--- config.mk ---
export PLATFORM = sky130hd
export DESIGN_NAME = chk_reg_i
export DESIGN_NICKNAME = d
export VERILOG_FILES = /design/src/rtl/chk_reg_i.sv
export SDC_FILE = /design/constraint.sdc
export NUM_CORES = 1
export LEC_CHECK = 0
export ABC_AREA = 1
export BUFFER_PORTS_ARGS = -buffer_cell sky130_fd_sc_hd__buf_2
export CAP_MARGIN = 20
export CORE_ASPECT_RATIO = 0.8
export CORE_UTILIZATION = 35
export DETAILED_ROUTE_END_ITERATION = 7
export SYNTH_ARGS = -nofsm -noshare
export SYNTH_HDL_FRONTEND = slang
export SYNTH_SLANG_ARGS = --single-unit
--- constraint.sdc ---
create_clock -name clk -period 1.75 [get_ports clk]
set_input_delay 0.0875 -clock clk [delete_from_list [all_inputs] [get_ports clk]]
set_output_delay 0.0875 -clock clk [all_outputs]
set_load 0.02 [all_outputs]
--- src/rtl/chk_reg_i.sv ---
// -----------------------------------------------------------------------------
// chk_reg_i
//
// Receiving-end checker for the initialised / inverting register stream.
// It watches the 8-bit bus `dato` and confirms three properties:
//   * the stream arms on the start pattern INI,
//   * every change is the bitwise inversion of the last accepted value,
//   * changes keep coming at least once every TMAX = 2^(N0+1) cycles.
//
// State encoding on `estado`: 00 BUSCA (searching), 01 ENGANCHADO (locked),
// 10 FALLO (one-cycle failure pulse). Encoding 11 falls back to BUSCA.
//
// Parameters
//   INI     start pattern that arms the checker
//   N0      prescaler exponent; nominal change period is 2^N0 clk cycles
//
// Ports
//   clk     system clock, rising edge
//   rst_n   asynchronous active-low reset
//   dato    monitored stream, synchronous to clk
//   ok      high only while locked
//   err     sticky error flag, cleared only by reset
//   n_err   error count, saturates at 255
//   n_trans count of accepted inversions, wraps 65535 -> 0
//   estado  current state
//
// All outputs come straight from flops.
// -----------------------------------------------------------------------------
module chk_reg_i #(
  parameter logic [7:0] INI = 8'b00001111,
  parameter int         N0  = 19
) (
  input  logic        clk,
  input  logic        rst_n,
  input  logic [7:0]  dato,
  output logic        ok,
  output logic        err,
  output logic [7:0]  n_err,
  output logic [15:0] n_trans,
  output logic [1:0]  estado
);

  // Stall timer spans 0 .. TMAX-1 with TMAX = 2^(N0+1).
  localparam int TW = N0 + 2;
  // TMAX-1 is (N0+1) ones, i.e. all-ones of width TW shifted right by one.
  localparam logic [TW-1:0] TLAST = {TW{1'b1}} >> 1;

  typedef enum logic [1:0] {
    BUSCA      = 2'b00,
    ENGANCHADO = 2'b01,
    FALLO      = 2'b10
  } st_e;

  st_e             estado_q;
  logic [7:0]      d_q;
  logic [7:0]      prev_q;
  logic [7:0]      ref_q;
  logic [TW-1:0]   tmr_q;
  logic            ok_q;
  logic            err_q;
  logic [7:0]      n_err_q;
  logic [15:0]     n_trans_q;

  // A change is judged on the registered copy against its one-cycle history,
  // so the whole decision path is fully synchronous to clk.
  logic cambio;
  assign cambio = (d_q != prev_q);

  always_ff @(posedge clk or negedge rst_n) begin
    if (!rst_n) begin
      d_q       <= '0;
      prev_q    <= '0;
      ref_q     <= '0;
      tmr_q     <= '0;
      estado_q  <= BUSCA;
      ok_q      <= 1'b0;
      err_q     <= 1'b0;
      n_err_q   <= '0;
      n_trans_q <= '0;
    end else begin
      d_q    <= dato;
      prev_q <= d_q;

      case (estado_q)
        BUSCA: begin
          tmr_q <= '0;
          if (d_q == INI) begin
            ref_q    <= d_q;
            estado_q <= ENGANCHADO;
            ok_q     <= 1'b1;
          end
        end

        ENGANCHADO: begin
          // A change is always judged first: a valid inversion that lands on
          // the last timer count is accepted rather than flagged as a stall.
          if (cambio) begin
            if (d_q == ~ref_q) begin
              ref_q     <= d_q;
              tmr_q     <= '0;
              n_trans_q <= n_trans_q + 16'd1;
            end else begin
              estado_q <= FALLO;
              ok_q     <= 1'b0;
              err_q    <= 1'b1;
              tmr_q    <= '0;
              if (n_err_q != 8'hFF) n_err_q <= n_err_q + 8'd1;
            end
          end else if (tmr_q == TLAST) begin
            estado_q <= FALLO;
            ok_q     <= 1'b0;
            err_q    <= 1'b1;
            tmr_q    <= '0;
            if (n_err_q != 8'hFF) n_err_q <= n_err_q + 8'd1;
          end else begin
            tmr_q <= tmr_q + TW'(1);
          end
        end

        FALLO: begin
          // One-cycle pulse; re-arming happens from BUSCA.
          estado_q <= BUSCA;
          ok_q     <= 1'b0;
          tmr_q    <= '0;
        end

        default: begin
          estado_q <= BUSCA;
          ok_q     <= 1'b0;
          tmr_q    <= '0;
        end
      endcase
    end
  end

  assign ok      = ok_q;
  assign err     = err_q;
  assign n_err   = n_err_q;
  assign n_trans = n_trans_q;
  assign estado  = estado_q;

endmodule
==> flow_metrics.tcl <==
set metrics [dict create \
    outcome "finished, final reports clean" \
    die_w_microns 116 \
    slew_violations 0 \
    async_flop_share 1.00 \
    start_util 0.369 \
    syn_area_per_cell_sq_um 8.06 \
    grt_pass1_wl_mm 13.1 \
    post-route-period-util 0.935 \
    peakVddDrop_v 0.000716 \
    nNetsFinal 534 \
    critical_path.cell_chain "inv_2 -> nand2_1 -> nand2_1 -> nor2_1 -> nand2_2 -> inv_1 -> nand2_1 -> buf_4 -> nand2_4 -> nand3_4 -> nand2_1 -> o21ai_2" \
    gr-usage-all-layers 0.157 \
    p_per_area_nw_per_um2 1140 \
    min_period_ns 1.64 \
    cts_buffer_depth 2 \
    syn_area_sq_um 3650 \
    drive_gt1_frac 0.234 \
    antenna_found_initial 0 \
    cts.sinks 72 \
    dp_hpwl_mm 5.29 \
    synth_cell_types 28 \
    cap_violations 0 \
    synth_flop_cell "dfrtp_1" \
    drc_errors 0 \
    clk_latency_ns 0.33 \
    grt_pass1_vias 2838 \
    wl_mm 7.38 \
    hold_viol_final 0 \
    detail-route-antenna-nets 0 \
    antenna_cells 0 \
    cts_root_buf "clkbuf_16" \
    dieHeight_microns 93.4 \
    coreArea_sq_um 9890 \
    drt_iter0_drc 91 \
    critPathArrivalTime_ns 1.86 \
    io_pins 38 \
    synth_nets 466 \
    slowest_delay_ns 0.43 \
    end_kind "flop" \
    crit_fanout 8 \
    timing.slew.headroom 0.726 \
    p_leak_nw 2.22 \
    dr.pass1.iters 7 \
    yosysMostFrequentCell "nand2_1" \
    io_buffer_count 37 \
    cpMostUsedCell "nand2_1" \
    grt_max_degree 73 \
    syn_to_final_growth_pct 26.2 \
    hold_path.class "in2async" \
    fin_util 0.466 \
    yosysSeqAreaShare 0.493 \
    clock.fmax_mhz 611 \
    fp.dieArea_sq_um 10800 \
    synth_seq_cells 72 \
    cp-start-kind "flop" \
    synth-edff-count 0 \
    hold_ws_ns 0.296 \
    synthCells 453 \
    yosys.area.top_type "dfrtp_1" \
    finalSetupViolations 0 \
    routedWlPerCell_microns 11.2 \
    crit_start "d_q[0]$_DFF_PN0_" \
    tightest_slew_ns 0.412 \
    grt_setup_unrepaired "true" \
    vias 2921 \
    synth_warnings 0 \
    r2r-start "d_q[0]$_DFF_PN0_" \
    cp_slowest_cell "dfrtp_1" \
    viasPerCell 4.41 \
    rows 32 \
    cts_tree "done" \
    grt_overflow_total 0 \
    synth_top_area_share 0.493 \
    cts_made_buffers 9 \
    required_ns 1.98 \
    fin_skew_ns 0.00488 \
    worstSetupPathType "reg2reg" \
    yosys-top-cells-count "nand2_1, dfrtp_1, inv_1" \
    ys_top_cells_by_area "dfrtp_1, nand2_1, inv_1, nor2_1, o21ai_2" \
    htreeDepth 3 \
    path_clk_slew_ns 0.06 \
    gp_congestion 0.772 \
]
[stage by stage]
| stage | setup TNS (ns) | power [W] | worst slack (ns) | instance area [sq um] | std cells |
|---|---|---|---|---|---|
| 3_5_place_dp | -0.0666 | 0.00328 | -0.0213 | 4090 | 634 |
| 6_report | 0 | 0.00523 | 0.114 | 4610 | 662 |
| 5_1_grt | -0.0868 | 0.00554 | -0.0376 | 4610 | 662 |
| 2_1_floorplan | 0 | 0.00291 | 0.104 | 3650 | 453 |
| 3_3_place_gp | 0 | 0.00326 | 0.0646 | 4090 | 634 |
| 4_1_cts | 0 | 0.00527 | 0.00931 | 4510 | 660 |
[final timing paths]
check | to | slack, ns | cells after the start
max | n_err[7]$_DFFE_PN0P_ | 0.11 | 12
min | tmr_q[3]$_DFF_PN0_ | 0.30 | 3
max reg2reg | n_err[7]$_DFFE_PN0P_ | 0.11 | 12
min reg2reg | prev_q[5]$_DFF_PN0_ | 0.43 | 0
max in group asynchronous | d_q[6]$_DFF_PN0_ | 1.09 | 3
min in group clk | d_q[6]$_DFF_PN0_ | 0.39 | 2
[critical path, delay by kind of cell, from the launching register on]
kind	cells	cell delay (ns)
AND/OR/NAND/NOR	8	0.75
buffers and inverters	3	0.30
flip-flops	1	0.43
AO/OA/AOI/OAI	1	0.05
[final cells by class]
cell class | instances | area (sq um)
inverter | 65 | 244
clock buffer | 12 | 267
timing repair buffer | 61 | 413
tap | 136 | 170
fill | 966 | 5280
multi-input combinational | 312 | 1660
sequential | 72 | 1800
clock inverter | 4 | 51.3
[layer usage]
metal,part of all wire,global-route usage
met1,0.51,0.213
met2,0.44,0.243
met3,0.034,0.0395
met4,0.015,0.0577
met5,0,0
[flip-flops by register name (all words and copies together), names as in the netlist]
name and count:
estado 2, tmr_q 21, err 1, ref_q 8, n_err 8, n_trans 16
d_q 8, prev_q 8
[kinds of logic (layout without fill, tap and decap cells)]
| logic type | after synthesis | after routing | share of synthesized area |
|---|---|---|---|
| XOR/XNOR | 21 | 21 | 0.0504 |
| buffers and inverters | 70 | 142 | 0.0785 |
| flip-flops | 72 | 72 | 0.493 |
| AND/OR/NAND/NOR | 247 | 248 | 0.297 |
| adder cells (fa/ha/maj) | 3 | 3 | 0.0103 |
| AO/OA/AOI/OAI | 40 | 40 | 0.0706 |
[cell usage in the layout, fill, tap and decap left out, types with 7 or more instances in the layout]
| master | instances |
|---|---|
| nand2_2 | 8 |
| clkbuf_16 | 9 |
| o21ai_0 | 13 |
| dfrtp_1 | 70 |
| nor2_1 | 49 |
| nor3_1 | 11 |
| dlygate4sd3_1 | 9 |
| inv_1 | 54 |
| xor2_1 | 12 |
| buf_4 | 13 |
| o21ai_2 | 13 |
| a21oi_1 | 7 |
| nand2_1 | 134 |
| xnor2_1 | 9 |
| buf_2 | 37 |
| inv_2 | 11 |
| nand3_1 | 20 |
[what timing repair did]
action | 4_1_cts | 5_1_grt
setup buffers | 0 | 2
hold endpoints to repair | 80 | 0
hold buffers | 9 | 0
gates resized for setup | 1 | 21
pin swaps | 1 | 4
gates cloned | 1 | 0
setup endpoints to repair | 7 | 53
[report_power, final]
group	total, W	internal, W	switching, W	leakage (nW)
logic	0.00132	0.000522	0.000802	1.12
registers	0.00201	0.00186	0.000151	0.941
clock network	0.00190	0.00122	0.000683	0.155
No activity file was read; power rests on OpenSTA's default activity.
